## src/rtl/serialiser.sv

```systemverilog
// rtl/serialiser.sv - byte-to-bit transmit serialiser, LSB first, ISO 14443-3A odd parity per full byte.
// Optional CRC_A append when SERIALISER_CRC_EN is defined.
module serialiser (
    input  logic       clk,
    input  logic       rst,
    input  logic       in_valid,
    output logic       in_ready,
    input  logic [7:0] in_data,
    input  logic [2:0] in_bits,
    input  logic       in_last,
`ifdef SERIALISER_CRC_EN
    input  logic       append_crc,
`endif
    output logic       out_valid,
    input  logic       out_ready,
    output logic       out_data,
    output logic       out_last
);

    typedef enum logic [1:0] {S_IDLE, S_DATA, S_PARITY, S_WAIT} state_t;

    state_t     state_q, state_d;
    logic [7:0] byte_q, byte_d;
    logic [2:0] bits_q, bits_d;
    logic       last_q, last_d;
    logic [2:0] cnt_q, cnt_d;
    logic       par_q, par_d;

    logic       full;
    logic       final_bit;
    logic       consume;
    logic       cur_bit;
    logic       byte_done;
    logic       load;
    logic       crc_next;

`ifdef SERIALISER_CRC_EN
    logic        crc_en_q, crc_en_d;
    logic [15:0] crc_q, crc_d;
    logic [1:0]  stage_q, stage_d;

    // CRC bytes follow the last full data byte and the CRC low byte.
    assign crc_next = crc_en_q & last_q & full & (stage_q != 2'd2);
`else
    assign crc_next = 1'b0;
`endif

    // A partial count on a non-final byte is treated as a full byte.
    assign full      = (bits_q == 3'd0) | ~last_q;
    assign final_bit = full ? (cnt_q == 3'd7) : (cnt_q == (bits_q - 3'd1));
    assign consume   = out_valid & out_ready;
    assign cur_bit   = byte_q[cnt_q];

    always_comb begin
        state_d   = state_q;
        byte_d    = byte_q;
        bits_d    = bits_q;
        last_d    = last_q;
        cnt_d     = cnt_q;
        par_d     = par_q;
        out_valid = 1'b0;
        out_data  = 1'b0;
        out_last  = 1'b0;
        in_ready  = 1'b0;
        byte_done = 1'b0;
        load      = 1'b0;
`ifdef SERIALISER_CRC_EN
        crc_en_d  = crc_en_q;
        crc_d     = crc_q;
        stage_d   = stage_q;
`endif

        case (state_q)
            S_IDLE, S_WAIT: begin
                in_ready = 1'b1;
            end
            S_DATA: begin
                out_valid = 1'b1;
                out_data  = cur_bit;
                out_last  = ~full & final_bit;
                if (consume) begin
                    par_d = par_q ^ cur_bit;
                    cnt_d = cnt_q + 3'd1;
`ifdef SERIALISER_CRC_EN
                    if (crc_en_q && stage_q == 2'd0) begin
                        crc_d = (crc_q >> 1) ^ ((crc_q[0] ^ cur_bit) ? 16'h8408 : 16'h0000);
                    end
`endif
                    if (final_bit) begin
                        if (full) begin
                            state_d = S_PARITY;
                        end else begin
                            byte_done = 1'b1;
                        end
                    end
                end
            end
            S_PARITY: begin
                out_valid = 1'b1;
                out_data  = par_q;
                out_last  = last_q & ~crc_next;
                if (consume) begin
                    byte_done = 1'b1;
                end
            end
            default: begin
                state_d = S_IDLE;
            end
        endcase

        if (byte_done) begin
            if (last_q) begin
                state_d = S_IDLE;
`ifdef SERIALISER_CRC_EN
                if (crc_next) begin
                    state_d = S_DATA;
                    byte_d  = (stage_q == 2'd0) ? crc_q[7:0] : crc_q[15:8];
                    bits_d  = 3'd0;
                    cnt_d   = 3'd0;
                    par_d   = 1'b1;
                    stage_d = stage_q + 2'd1;
                end
`endif
            end else begin
                in_ready = 1'b1;
                state_d  = S_WAIT;
            end
        end

        in_ready = in_ready & ~rst;
        load     = in_valid & in_ready;

        if (load) begin
            state_d = S_DATA;
            byte_d  = in_data;
            bits_d  = in_bits;
            last_d  = in_last;
            cnt_d   = 3'd0;
            par_d   = 1'b1;
`ifdef SERIALISER_CRC_EN
            // The CRC flag and seed belong to the frame, so only its first byte sets them.
            if (state_q == S_IDLE) begin
                crc_en_d = append_crc;
                crc_d    = 16'h6363;
                stage_d  = 2'd0;
            end
`endif
        end
    end

    always_ff @(posedge clk) begin
        if (rst) begin
            state_q <= S_IDLE;
            byte_q  <= 8'd0;
            bits_q  <= 3'd0;
            last_q  <= 1'b0;
            cnt_q   <= 3'd0;
            par_q   <= 1'b1;
        end else begin
            state_q <= state_d;
            byte_q  <= byte_d;
            bits_q  <= bits_d;
            last_q  <= last_d;
            cnt_q   <= cnt_d;
            par_q   <= par_d;
        end
    end

`ifdef SERIALISER_CRC_EN
    always_ff @(posedge clk) begin
        if (rst) begin
            crc_en_q <= 1'b0;
            crc_q    <= 16'h6363;
            stage_q  <= 2'd0;
        end else begin
            crc_en_q <= crc_en_d;
            crc_q    <= crc_d;
            stage_q  <= stage_d;
        end
    end
`endif

endmodule

```

## config.mk

```make
export PLATFORM = sky130hd
export DESIGN_NAME = serialiser
export DESIGN_NICKNAME = d
export VERILOG_FILES = /design/src/rtl/serialiser.sv
export SDC_FILE = /design/constraint.sdc
export NUM_CORES = 1
export LEC_CHECK = 0
export ABC_AREA = 1
export BUFFER_PORTS_ARGS = -buffer_cell sky130_fd_sc_hd__clkbuf_2
export CAP_MARGIN = 20
export CORE_UTILIZATION = 55
export CTS_CLUSTER_DIAMETER = 80
export DETAILED_ROUTE_END_ITERATION = 16
export GPL_TIMING_DRIVEN = 1
export PLACE_DENSITY = 0.89
export SETUP_SLACK_MARGIN = 0.5
export SLEW_MARGIN = 20
export SYNTH_ARGS = -nofsm -noshare
export SYNTH_HDL_FRONTEND = slang
export SYNTH_SLANG_ARGS = --single-unit
```

## constraint.sdc

```tcl
create_clock -name clk -period 4 [get_ports clk]
set_input_delay 0.2 -clock clk [delete_from_list [all_inputs] [get_ports clk]]
set_output_delay 0.2 -clock clk [all_outputs]
set_load 0.01 [all_outputs]
```

==> impl_results.md <==
- Status: complete, no violations
- Routed vias: 994
- Register share of total power: 52.3%
- Die area: 2100 um^2
- Clock Tree Buf Depth: 2
- Max Slew Vio Count: 0
- PD cells: between 300 and 400 nW/um^2
- Crit path kind: flip-flop to output port
- Clock latency on the worst-skew pair: ~300 ps
- Detailed Route WL: around 2200 um
- Most common cell after layout, fill and taps aside: nand2_1
- Multi-input logic area: around 600 um^2
- Crit-path most repeated cell: nand2_1
- DRC violations left: 0
- FF-to-FF End: state_q[1]
- Cell area after layout: 1180 um^2
- Initial antenna violation count: 0
- Crit path launch type: flip-flop
- CTS clk-pin slew, worst paths: 110 ps
- Switch share: 29.2%
- Total GRT Usage: 26.5%
- Post-Syn Area: 1060 um^2
- Final ANT Viol Nets: 0
- Starting Density: 59.9%
- Switch Pwr: 0.113 mW
- Reg-to-Reg Start: bits_q[0]
- Final Worst Setup Slack: 1370 ps
- Worst path arrival time: ~2400 ps
- Vias in the first global route: roughly 950
- Peak Freq: 0.380 GHz
- Final Critical Period: 2630 ps
- IO Pins: 20
- HP Class: input pin to flip-flop
- Worst slack at placement: 1710 ps
- Total setup buffers inserted after CTS: 0
- Width of the die: between 40 and 50 um
- Hold Path Sink: byte_q[6]
- First-pass GRT wire length: 3970 um
- Worst Setup End Kind: output port
- CP Max Fanout: 12
- TritonRoute pass-1 iters: 4
- Post-DP HPWL: between 1500 and 2000 um
- Final hold violation count: 0
- Most frequent cells in the layout: 28 x nand2_1, 23 x nand3_1, 19 x clkbuf_2
- Reg area: 360 um^2
- Flops & latches, synth: 18
- Clock Skews: 10.8 ps
- Root Buffer: clkbuf_4
- CTS tree: built
- DRT iter0 DRCs: 34
- Peak VDD IR: 272 uV
- Syn-to-layout area delta: 11.6%
- Max cap viols: 0
- Placed cell area: 1140 um^2
- FP Rows: 15
- R2R depth: 15
- Slowest Stage Delay on Critical Path: roughly 400 ps
- Register-to-Register Setup Slack: between 1500 and 2000 ps
- RSZ-0062 raised after global routing: no
- Slowest cell on crit path: dfxtp_1
- Avg Cell Area, Syn: approximately 7.6 um^2
- Final setup viols: 0
- Register area share after synthesis: 34.1%
- Synth Warn #: 0
- Final #Nets: 180
- Core footprint: 1760 um^2
- Combinational power share: 18.5%
- Port bufs: 19
- Setup_tns: 0 ps
- Mapped Nets: 160
- Ant. Diodes: 0
- Number of clock sinks: 18
- Req. time, crit path: 3800 ps
- Post-CTS Hold Buffers: 0
- Max-slew headroom: 58.0%
- Clock Power Share: between 20% and 30%
- Vias per cell: 5.43
- H-tree depth: 1
- Avg WL per Cell: between 10 and 15 um
- Worst hold start: in_data[6]
- Leakage: 0.538 nW
- Fillcell total: 167
- Largest net degree at the start of global routing: 16
- Netlist cell types: 23
- Period utilisation layout: between 60% and 70%
- Worst-margin pin slew: between 600 and 700 ps
- RD Place Congestion: 0.873
- Final global-route overflow total: 0
- Int Power: between 0.2 and 0.3 mW
- Critical Path, Cell by Cell: inv_1, ha_1, ha_1, inv_1, nand3_1, nand2_1, nand2_1, nor2_1, nand4_1, nand2_1, nand2_2, a21oi_4, clkbuf_2
- Layout cell share with drive strength beyond 1: between 20% and 30%
- Post-CTS Resized: 0
- Post-synthesis cell count: around 140
- Hold Crit Depth: 3
- TritonCTS Buffers: 3
- Die height: 45.8 um
logic make-up after synthesis:
family | count (synthesis) | synth area share (%)
adder cells (fa/ha/maj) | 5 | 5.92
XOR/XNOR | 3 | 2.49
flip-flops | 18 | 34.1
AND/OR/NAND/NOR | 77 | 38.3
AO/OA/AOI/OAI | 16 | 9.72
buffers and inverters | 20 | 9.48
per-stage QoR:
step / hold slack (ps) / power, mW / util, % / cells
2_1_floorplan: 338 / 0.258 / - / 139
3_3_place_gp: 421 / 0.273 / 64.8 / 179
3_5_place_dp: 429 / 0.277 / 64.8 / 179
4_1_cts: 119 / 0.385 / 66.8 / 183
5_1_grt: 117 / 0.408 / 66.8 / 183
6_report: 112 / 0.386 / 66.8 / 183
state kept, by name (all words and copies together) (netlist names):
register / count
cnt_q: 3
par_q: 1
last_q: 1
byte_q: 8
bits_q: 3
state_q: 2
power by group through the flow:
| stage | combinational, mW | sequential, mW | clock [mW] |
|---|---|---|---|
| floorplan | 0.0551 | 0.203 | 0 |
| global placement | 0.0678 | 0.205 | 0 |
| detailed placement | 0.0708 | 0.206 | 0 |
| CTS | 0.0712 | 0.202 | 0.113 |
| global route | 0.0815 | 0.204 | 0.123 |
| finish | 0.0713 | 0.202 | 0.113 |
cell usage after synthesis:
| cell type | n | area share (%) |
|---|---|---|
| inv_2 | 2 | 0.71 |
| and2_1 | 1 | 0.59 |
| xor2_1 | 3 | 2.5 |
| clkbuf_1 | 1 | 0.36 |
| buf_2 | 1 | 0.47 |
| inv_1 | 14 | 5.0 |
| a21oi_1 | 2 | 0.95 |
| nand3_4 | 1 | 1.7 |
| o221ai_1 | 2 | 1.7 |
| nand3_2 | 8 | 7.6 |
| nand3_1 | 23 | 11 |
| nand2_1 | 28 | 10 |
| dfxtp_1 | 18 | 34 |
| nor2_4 | 1 | 1.1 |
| a211o_1 | 1 | 0.83 |
| o21ai_0 | 10 | 4.7 |
| nand2_2 | 2 | 1.2 |
| nor2_1 | 10 | 3.6 |
| nand4_1 | 3 | 1.8 |
| buf_6 | 1 | 1.1 |
| ha_1 | 5 | 5.9 |
| a21oi_4 | 1 | 1.5 |
| buf_12 | 1 | 1.9 |
critical path: cells and delay by family, from the launching register on:
family,cells,cell delay [ps]
fa+ha+maj,2,430
flops,1,400
buf+inv,3,370
compound gates,1,290
simple gates,7,610
final cells by class:
cell class,count,share of cell area [%]
well taps,25,2.65
inverters,16,5.10
clock buffers,4,3.08
repair buffers,19,8.07
flip-flops and latches,18,30.6
multi-input cells,101,50.5
worst max path at each step:
stage                          from        end  slack, ps
after floorplan           bits_q[0]  bits_q[0]       2060
after global placement    bits_q[0]   in_ready       1800
after detailed placement  bits_q[0]   in_ready       1710
after CTS                 bits_q[0]   in_ready       1360
after global routing      bits_q[0]   in_ready       1100
final                     bits_q[0]   in_ready       1370
layer usage:
metal	global-route usage [%]	wire, um	vias to the layer above
met5	0	0	-
met3	5.16	127	11
met2	46.3	1090	46
li1	-	-	499
met4	14.1	71	0
met1	30.0	956	438
No activity file was read; power rests on OpenSTA's default activity.
